$ cat src/rtl/melody_player_57_if.sv
// Bundles the control, beat/tone inputs and the sound/status outputs
// of melody_player_57; the player takes the slave side.
interface melody_player_57_if;
    logic       start_57;
    logic       stop_57;
    logic       beat_57;
    logic [7:0] tone_57;
    logic       buzzer_57;
    logic       busy_57;
    logic [2:0] note_idx_57;
    logic       done_57;

    modport master (
        output start_57, stop_57, beat_57, tone_57,
        input  buzzer_57, busy_57, note_idx_57, done_57
    );

    modport slave (
        input  start_57, stop_57, beat_57, tone_57,
        output buzzer_57, busy_57, note_idx_57, done_57
    );
endinterface

$ cat src/rtl/melody_player_57.sv
// Beat-timed 16-step scale sequencer: gates one of eight divider tones onto
// the buzzer per beat, playing REPEATS passes separated by a one-beat rest.
module melody_player_57 #(
    parameter int unsigned REPEATS = 2
) (
    input  logic                      clk_50m_57,
    input  logic                      rst_57,
    melody_player_57_if.slave         bus
);
    typedef enum logic [1:0] {S_IDLE, S_ARM, S_PLAY, S_GAP} state_e;

    localparam logic [3:0] LAST_REP  = 4'(REPEATS - 1);
    localparam logic [3:0] LAST_STEP = 4'd15;
    localparam logic [2:0] ROM [16] = '{3'd0, 3'd1, 3'd2, 3'd3, 3'd4, 3'd5, 3'd6, 3'd7,
                                        3'd7, 3'd6, 3'd5, 3'd4, 3'd3, 3'd2, 3'd1, 3'd0};

    state_e     state_q, state_d;
    logic [3:0] step_q, step_d;
    logic [3:0] rep_q, rep_d;
    logic       start_dly_q, beat_dly_q;
    logic       buzzer_q, buzzer_d;
    logic       busy_q, busy_d;
    logic       done_q, done_d;
    logic [2:0] note_q, note_d;
    logic       start_rise, beat_rise, finish;

    assign start_rise = bus.start_57 & ~start_dly_q;
    assign beat_rise  = bus.beat_57  & ~beat_dly_q;

    // NOTE: every flop below uses <= so all of them update from the same
    // pre-edge values; blocking here would let later lines see new state.
    always_ff @(posedge clk_50m_57 or posedge rst_57) begin
        if (rst_57) begin
            state_q     <= S_IDLE;
            step_q      <= '0;
            rep_q       <= '0;
            start_dly_q <= 1'b0;
            beat_dly_q  <= 1'b0;
            buzzer_q    <= 1'b0;
            busy_q      <= 1'b0;
            note_q      <= '0;
            done_q      <= 1'b0;
        end else begin
            state_q     <= state_d;
            step_q      <= step_d;
            rep_q       <= rep_d;
            start_dly_q <= bus.start_57;
            beat_dly_q  <= bus.beat_57;
            buzzer_q    <= buzzer_d;
            busy_q      <= busy_d;
            note_q      <= note_d;
            done_q      <= done_d;
        end
    end

    // NOTE: defaults first so every path assigns every signal and no latch
    // is inferred when a branch leaves a signal untouched.
    always_comb begin
        state_d = state_q;
        step_d  = step_q;
        rep_d   = rep_q;
        finish  = 1'b0;
        if (state_q != S_IDLE && bus.stop_57) begin
            state_d = S_IDLE;
            step_d  = '0;
            rep_d   = '0;
        end else begin
            unique case (state_q)
                S_IDLE: if (start_rise && !bus.stop_57) begin
                    state_d = S_ARM;
                    step_d  = '0;
                    rep_d   = '0;
                end
                S_ARM: if (beat_rise) begin
                    state_d = S_PLAY;
                    step_d  = '0;
                end
                S_PLAY: if (beat_rise) begin
                    step_d = step_q + 4'd1;
                    if (step_q == LAST_STEP) begin
                        if (rep_q == LAST_REP) begin
                            state_d = S_IDLE;
                            finish  = 1'b1;
                            rep_d   = '0;
                        end else begin
                            state_d = S_GAP;
                            rep_d   = rep_q + 4'd1;
                        end
                    end
                end
                S_GAP: if (beat_rise) begin
                    state_d = S_PLAY;
                    step_d  = '0;
                end
                default: state_d = S_IDLE;
            endcase
        end
    end

    // Outputs are computed from the next state so they appear one cycle
    // after the deciding input, together with the state change.
    always_comb begin
        buzzer_d = 1'b0;
        note_d   = '0;
        busy_d   = (state_d != S_IDLE);
        done_d   = finish;
        if (state_d == S_PLAY) begin
            note_d   = ROM[step_d];
            buzzer_d = bus.tone_57[note_d];
        end
    end

    assign bus.buzzer_57   = buzzer_q;
    assign bus.busy_57     = busy_q;
    assign bus.note_idx_57 = note_q;
    assign bus.done_57     = done_q;
endmodule

$ cat src/flat_wrapper.sv
// flat-port wrapper written by rule: the top's interface ports become plain ports
module melody_player_57_flat 
#(
    parameter int unsigned REPEATS = 2
)
  (clk_50m_57, rst_57, bus_start_57, bus_stop_57, bus_beat_57, bus_tone_57, bus_buzzer_57, bus_busy_57, bus_note_idx_57, bus_done_57);
  melody_player_57_if bus_i ();
  input  logic clk_50m_57;
  input  logic rst_57;
  input wire logic [$bits(bus_i.start_57)-1:0] bus_start_57;
  input wire logic [$bits(bus_i.stop_57)-1:0] bus_stop_57;
  input wire logic [$bits(bus_i.beat_57)-1:0] bus_beat_57;
  input wire logic [$bits(bus_i.tone_57)-1:0] bus_tone_57;
  output wire logic [$bits(bus_i.buzzer_57)-1:0] bus_buzzer_57;
  output wire logic [$bits(bus_i.busy_57)-1:0] bus_busy_57;
  output wire logic [$bits(bus_i.note_idx_57)-1:0] bus_note_idx_57;
  output wire logic [$bits(bus_i.done_57)-1:0] bus_done_57;
  assign bus_i.start_57 = bus_start_57;
  assign bus_i.stop_57 = bus_stop_57;
  assign bus_i.beat_57 = bus_beat_57;
  assign bus_i.tone_57 = bus_tone_57;
  assign bus_buzzer_57 = bus_i.buzzer_57;
  assign bus_busy_57 = bus_i.busy_57;
  assign bus_note_idx_57 = bus_i.note_idx_57;
  assign bus_done_57 = bus_i.done_57;
  melody_player_57 #(.REPEATS(REPEATS)) u_core (.clk_50m_57(clk_50m_57), .rst_57(rst_57), .bus(bus_i));
endmodule
$ cat config.mk
export PLATFORM = sky130hd
export DESIGN_NAME = melody_player_57_flat
export DESIGN_NICKNAME = d
export VERILOG_FILES = /design/src/rtl/melody_player_57_if.sv /design/src/rtl/melody_player_57.sv /design/src/flat_wrapper.sv
export SDC_FILE = /design/constraint.sdc
export NUM_CORES = 1
export LEC_CHECK = 0
export BUFFER_PORTS_ARGS = -buffer_cell sky130_fd_sc_hd__buf_2
export CORE_MARGIN = 2
export CORE_UTILIZATION = 37
export DETAILED_ROUTE_END_ITERATION = 6
export PLACE_DENSITY = 0.64
export SLEW_MARGIN = 20
export SYNTH_ARGS = -nofsm -noshare
export SYNTH_HDL_FRONTEND = slang
export SYNTH_SLANG_ARGS = --single-unit
$ cat constraint.sdc
create_clock -name clk_50m_57 -period 2.89 [get_ports clk_50m_57]
set_input_delay 0.1445 -clock clk_50m_57 [delete_from_list [all_inputs] [get_ports clk_50m_57]]
set_output_delay 0.1445 -clock clk_50m_57 [all_outputs]
set_load 0.005 [all_outputs]
==> results of run 1 <==
==> worst max path at each step <==
stage          slack (ns)         startpoint              endpoint
2_1_floorplan        0.62  u_core.beat_dly_q  u_core.bus.buzzer_57
3_3_place_gp         0.30  u_core.state_q[0]  u_core.bus.buzzer_57
3_5_place_dp         0.30  u_core.state_q[0]  u_core.bus.buzzer_57
4_1_cts              0.25        bus_beat_57  u_core.bus.buzzer_57
5_1_grt              0.07        bus_beat_57  u_core.bus.buzzer_57
6_report             0.24        bus_beat_57  u_core.bus.buzzer_57
==> metrics by stage <==
stage	std cells	hold WS, ns
6_report	194	0.169
5_1_grt	194	0.181
4_1_cts	194	0.158
3_5_place_dp	187	0.290
3_3_place_gp	187	0.286
2_1_floorplan	128	0.0831
==> cell families after synthesis <==
group | after synthesis | share of synthesized area (%)
muxes | 3 | 2.68
xor gates and xnor gates | 3 | 2.25
adders and majority gates | 4 | 4.29
DFF | 18 | 38.6
and+or+nand+nor | 61 | 30.0
AOI/OAI and AO/OA | 28 | 18.5
buffers and inverters | 11 | 3.64
==> flip-flops by register name, summed over array words and instances (netlist names) <==
| name | flops |
|---|---|
| u_core.bus.note_idx_57 | 3 |
| u_core.bus.done_57 | 1 |
| u_core.step_q | 4 |
| u_core.rep_q | 4 |
| u_core.start_dly_q | 1 |
| u_core.bus.busy_57 | 1 |
| u_core.beat_dly_q | 1 |
| u_core.bus.buzzer_57 | 1 |
| u_core.state_q | 2 |
==> per-layer routing <==
metal	GRT usage, %	vias to the layer above
li1	-	509
met1	19.3	485
met2	25.8	19
met3	1.95	2
met4	7.62	0
met5	0	-
==> cell usage after synthesis, types with 3 or more instances <==
cell	count	area [um^2]
nor2b_1	3	18.8
o31ai_1	4	30.0
inv_1	5	18.8
nand3_1	3	15.0
nor2_1	15	56.3
o21ai_0	5	25.0
inv_2	3	11.3
ha_1	4	50.1
nand2_1	9	33.8
xnor2_1	3	26.3
dfrtp_1	18	450
a21oi_1	5	25.0
nor4_1	4	25.0
nor3_1	3	15.0
==> critical path: stages <==
cell and delay, ns:
dlygate4sd3_1 0.52, buf_2 0.12, nor2b_1 0.28, inv_2 0.10, ha_1 0.28, o31ai_1 0.36
nor2_1 0.18, inv_2 0.17, nor3_1 0.05, or3_1 0.30, a22oi_1 0.19, a32o_1 0.18
==> power by group through the flow <==
stage / registers [mW] / logic, mW / clock network, mW
2_1_floorplan: 0.301 / 0.167 / 0
3_3_place_gp: 0.328 / 0.190 / 0
3_5_place_dp: 0.326 / 0.193 / 0
4_1_cts: 0.321 / 0.197 / 0.164
5_1_grt: 0.328 / 0.221 / 0.174
6_report: 0.322 / 0.195 / 0.159
==> layout by cell type, fill, tap and decap left out, types with 2 or more instances in the layout <==
cell type,n
buf_2,18
dfrtp_1,18
nor2_1,15
nand2_1,9
a21oi_1,5
inv_1,5
o21ai_0,5
nor4_1,4
o31ai_1,4
ha_1,4
nor2b_1,3
nor3_1,3
inv_2,3
xnor2_1,3
nand3_1,3
clkbuf_4,3
dlygate4sd3_1,3
o21bai_1,2
nand2b_1,2
nor3b_1,2
nand3b_1,2
or2_2,2
or3_1,2
mux2i_1,2
o2111a_1,2
==> cell type report <==
class,count,share of cell area [%]
multi-input combinational,99,49.4
sequential,18,33.0
timing repair buffer,21,8.79
tap,44,4.03
clock buffer,4,2.66
inverter,8,2.20
==> run_results.csv, run 1 <==
group,metric,value,unit
route,routed.top_layer,"met4",
critical_path,crit_arrival,2.88,ns
pwr,p_int,0.442,mW
route,routedWlPerCell,12.5,um
timing,fmax,378,MHz
floorplanning,die_h,60.2,um
pwr,p_leak,0.584,nW
cts,clockRootBuffer,"clkbuf_4",
route,routed_wl,2430,um
timing,setup_violations,0,
synth,netlist_area,0.00117,mm^2
cts,cts.sinks,18,
floorplanning,io_pins,19,
pwr,switching_power,0.234,mW
place,dp_slack,0.296,ns
global_routing,antenna_found_initial,0,
pwr,powerDensity,494,mW/mm^2
floorplanning,start_util,38.6,%
timing,timing.final.max_slew_violations,0,
route,wl_met2,1220,um
finish,drive_above_1_share,23.3,%
critical_path,end_kind,"flip-flop",
cts,numCtsBuffers,3,
finish,utilization,45.1,%
cts,worstSkewPairLatency,0.30,ns
finish,n_fill_cell,299,
cts,clkTransAtPathRegs,0.11,ns
global_routing,track_usage,15.4,%
finish,fin_area,0.00137,mm^2
synth,ys_types,49,
timing,finClkSkew,0.00622,ns
cts,cts_hold_buf,3,
critical_path,reg2reg_depth,7,
hold_path,holdPathStages,2,
synth,synth-main-ff-cell,"dfrtp_1",
cts,post_cts_buffers,0,
route,postRouteAntennaNets,0,
cts,clockBufferDepth,2,
synth,synth_cells,128,
route,drc,0,
finish,diodes,0,
finish,seqCellArea,450,um^2
pwr,swShare,34.6,%
place,dp_hpwl,1830,um
timing,finalSetupTns,0,ns
place,globalplace.congestion,0.853,
global_routing,grt_max_degree,19,
floorplanning,fp.coreArea,0.00303,mm^2
cts,cts_tree,"done",
timing,tightest_slew,0.699,ns
finish,multi_input_area,674,um^2
critical_path,r2r_setup_slack,0.25,ns
route,vias,1015,
timing,fin_crit_sh,91.5,%
route,drt_iter0_drc,17,
pwr,ir_drop,174,uV
synth,ys_warn_count,0,
finish,fin_nets,168,
place,buffer_ports.inserted,18,
synth,seq_area_frac_synth,38.6,%
synth,syn_nets,145,
critical_path,rr_endpoint,"u_core.bus.buzzer_57",
synth,synthArstFlopShare,100,%
timing,hold_viol,0,
timing,rsz0062_at_grt,"false",
synth,synth-edff-count,0,
cts,htreeDepth,1,
critical_path,path_class,"input pin to flip-flop",
route,post_drt_via_cell_ratio,5.23,
route,wl_met1,1120,um
synth,ys_ff_latch,18,
timing,fin_ws,0.244,ns
critical_path,crit_fanout,9,
place,placed_area,0.00130,mm^2
hold_path,min_path_type,"input pin to flip-flop",
global_routing,grt-ovfl-total,0,
critical_path,start_kind,"input pin",
finish,syn_to_final_growth,17.0,%
flow_run,maxCapViolCount,0,
floorplanning,die_w,60.2,um
floorplanning,die-area,0.00362,mm^2
cts,cts_resized,0,
global_routing,grt_pass1_wl,4150,um
status,status,"finished, final reports clean",
critical_path,worstPathRequired,3.13,ns
pwr,seqPwrFrac,47.7,%
critical_path,rr_startpoint,"u_core.state_q[0]",
floorplanning,rows,20,
route,dr_wl_met3,58,um
global_routing,grt_pass1_vias,950,
synth,synth.avg_cell_area,9.12,um^2
pwr,clkPwrFrac,23.5,%
pwr,power,0.676,mW
hold_path,min_to,"u_core.bus.done_57",
timing,relSlewSlack,53.3,%
pwr,p_comb_share,28.8,%
timing,fin_crit,2.65,ns
route,first_pass_iters,4,
hold_path,min_from,"bus_stop_57",
No activity file was read; power rests on OpenSTA's default activity.
==> run 2, diff against run 1 <==
clock period = 2.52 ns   (was 2.89 ns; I/O delays follow)
==> run 2 against run 1 <==
  * Cell area rose by 5.9%
  * Critical path depth fell by 5
  * Critical path type is now flip-flop to flip-flop
  * Worst setup slack got worse by 0.22 ns
  * Largest cell class unchanged
  * Highest routed layer unchanged
==> run_results.csv, run 2 (synthesis results as in run 1) <==
group,metric,value,unit
status,status,"finished, final reports clean",
timing,timing.final.max_slew_violations,0,
critical_path,worstPathRequired,2.71,ns
finish,final_cells,201,
cts,clockRootBuffer,"clkbuf_4",
timing,fin_crit,2.49,ns
route,postRouteAntennaNets,0,
global_routing,grt_max_degree,19,
global_routing,grt_pass1_vias,1047,
finish,final_common_cell,"buf_2",
floorplanning,die-area,0.00362,mm^2
floorplanning,fp.coreArea,0.00303,mm^2
place,dp_hpwl,1990,um
critical_path,cp_top_family,"simple AND/OR/NAND/NOR gates",
route,post_drt_via_cell_ratio,5.28,
route,routed_wl,2630,um
timing,fin_crit_sh,99.0,%
cts,htreeDepth,1,
pwr,p_leak,0.625,nW
pwr,p_int,0.534,mW
global_routing,grt-ovfl-total,0,
place,globalplace.congestion,0.838,
floorplanning,die_h,60.2,um
finish,utilization,47.8,%
route,first_pass_iters,6,
critical_path,path_buf_inv,0,
place,dp_slack,0.0428,ns
critical_path,start_kind,"flip-flop",
pwr,powerDensity,564,mW/mm^2
cts,cts.sinks,18,
cts,clkTransAtPathRegs,0.11,ns
finish,drive_above_1_share,29.9,%
critical_path,path_class,"flip-flop to flip-flop",
finish,multi_input_area,701,um^2
timing,relSlewSlack,55.1,%
cts,cts_tree,"done",
timing,fmax,401,MHz
place,placedCellCount,192,
pwr,switching_power,0.282,mW
global_routing,grt_pass1_wl,4430,um
finish,final_cell_mix,"buf_2, dfrtp_1, nor2_1",
place,buffer_ports.inserted,18,
global_routing,met3_usage,1.30,%
floorplanning,start_util,38.6,%
timing,setup_violations,0,
pwr,seqPwrFrac,43.3,%
global_routing,use_met2,29.7,%
timing,finClkSkew,0.00765,ns
timing,tightest_slew,0.673,ns
cts,numCtsBuffers,3,
finish,seqCellArea,452,um^2
hold_path,min_path_type,"input pin to flip-flop",
global_routing,grt_use_met1,18.6,%
route,drc,0,
timing,fin_ws,0.0259,ns
global_routing,busiest_layer,"met2",
pwr,clkPwrFrac,21.7,%
flow_run,maxCapViolCount,0,
cts,clockBufferDepth,2,
pwr,p_comb_share,35.0,%
finish,diodes,0,
route,drt_iter0_drc,20,
timing,hold_viol,0,
route,vias,1062,
global_routing,track_usage,16.4,%
floorplanning,rows,20,
critical_path,cp_slowest_cell,"or4b_4",
route,routedWlPerCell,13.1,um
critical_path,path_cells,"or4b_4 -> and3_4 -> a311oi_4 -> nor4_1 -> nor4_1 -> o211ai_1 -> a32o_1",
critical_path,max_stage_delay,0.55,ns
floorplanning,io_pins,19,
floorplanning,die_w,60.2,um
pwr,swShare,34.6,%
critical_path,crit_fanout,5,
timing,finalSetupTns,0,ns
critical_path,cpMostUsedCell,"nor4_1",
pwr,ir_drop,260,uV
critical_path,crit_arrival,2.68,ns
finish,syn_to_final_growth,23.9,%
finish,fin_nets,175,
finish,n_fill_cell,300,
global_routing,antenna_found_initial,0,
cts,worstSkewPairLatency,0.29,ns
critical_path,end_kind,"flip-flop",
## run 2: layer usage
metal / share of wire (%) / vias to the layer above
met1: 43 / 513
met2: 53 / 25
met3: 2.7 / 2
met4: 1.0 / 0
met5: 0 / -
li1: - / 522
## run 2: path summary, 6_finish.rpt
check	start	to	slack [ns]	cells after the start
setup / recovery	u_core.state_q[0]	u_core.bus.buzzer_57	0.03	7
hold / removal	bus_stop_57	u_core.bus.done_57	0.19	2
setup reg to reg	u_core.state_q[0]	u_core.bus.buzzer_57	0.03	7
hold reg to reg	u_core.rep_q[3]	u_core.rep_q[3]	0.48	1
max in group asynchronous	rst_57	u_core.state_q[0]	1.59	3
min in group asynchronous	rst_57	u_core.rep_q[3]	0.46	3
## run 2: cell type report
class / instances / area share [%]
inverter: 8 / 2.08
clock buffer: 4 / 2.51
sequential: 18 / 31.2
timing repair buffer: 28 / 11.9
multi-input combinational: 99 / 48.4
tap: 44 / 3.81
## run 2: per-stage QoR
step	total power [mW]	hold WS, ns	instance area, um^2
finish	0.816	0.185	1450
detailed placement	0.616	0.265	1340
CTS	0.802	0.137	1400
global route	0.874	0.180	1450
global placement	0.609	0.264	1340
floorplan	0.537	0.0646	1170
## run 2: repair_timing
action | in CTS | in global routing
hold endpoints to repair | 20 | 0
hold buffers | 3 | 0
buffers inserted | 0 | 2
gates resized for setup | 0 | 8
endpoints found under the setup margin | 0 | 1
## run 2: power groups by stage
stage / combinational (mW) / sequential, mW / clock, mW
floorplan: 0.191 / 0.346 / 0
global placement: 0.254 / 0.355 / 0
detailed placement: 0.258 / 0.358 / 0
CTS: 0.263 / 0.353 / 0.186
global route: 0.321 / 0.357 / 0.196
finish: 0.286 / 0.353 / 0.178
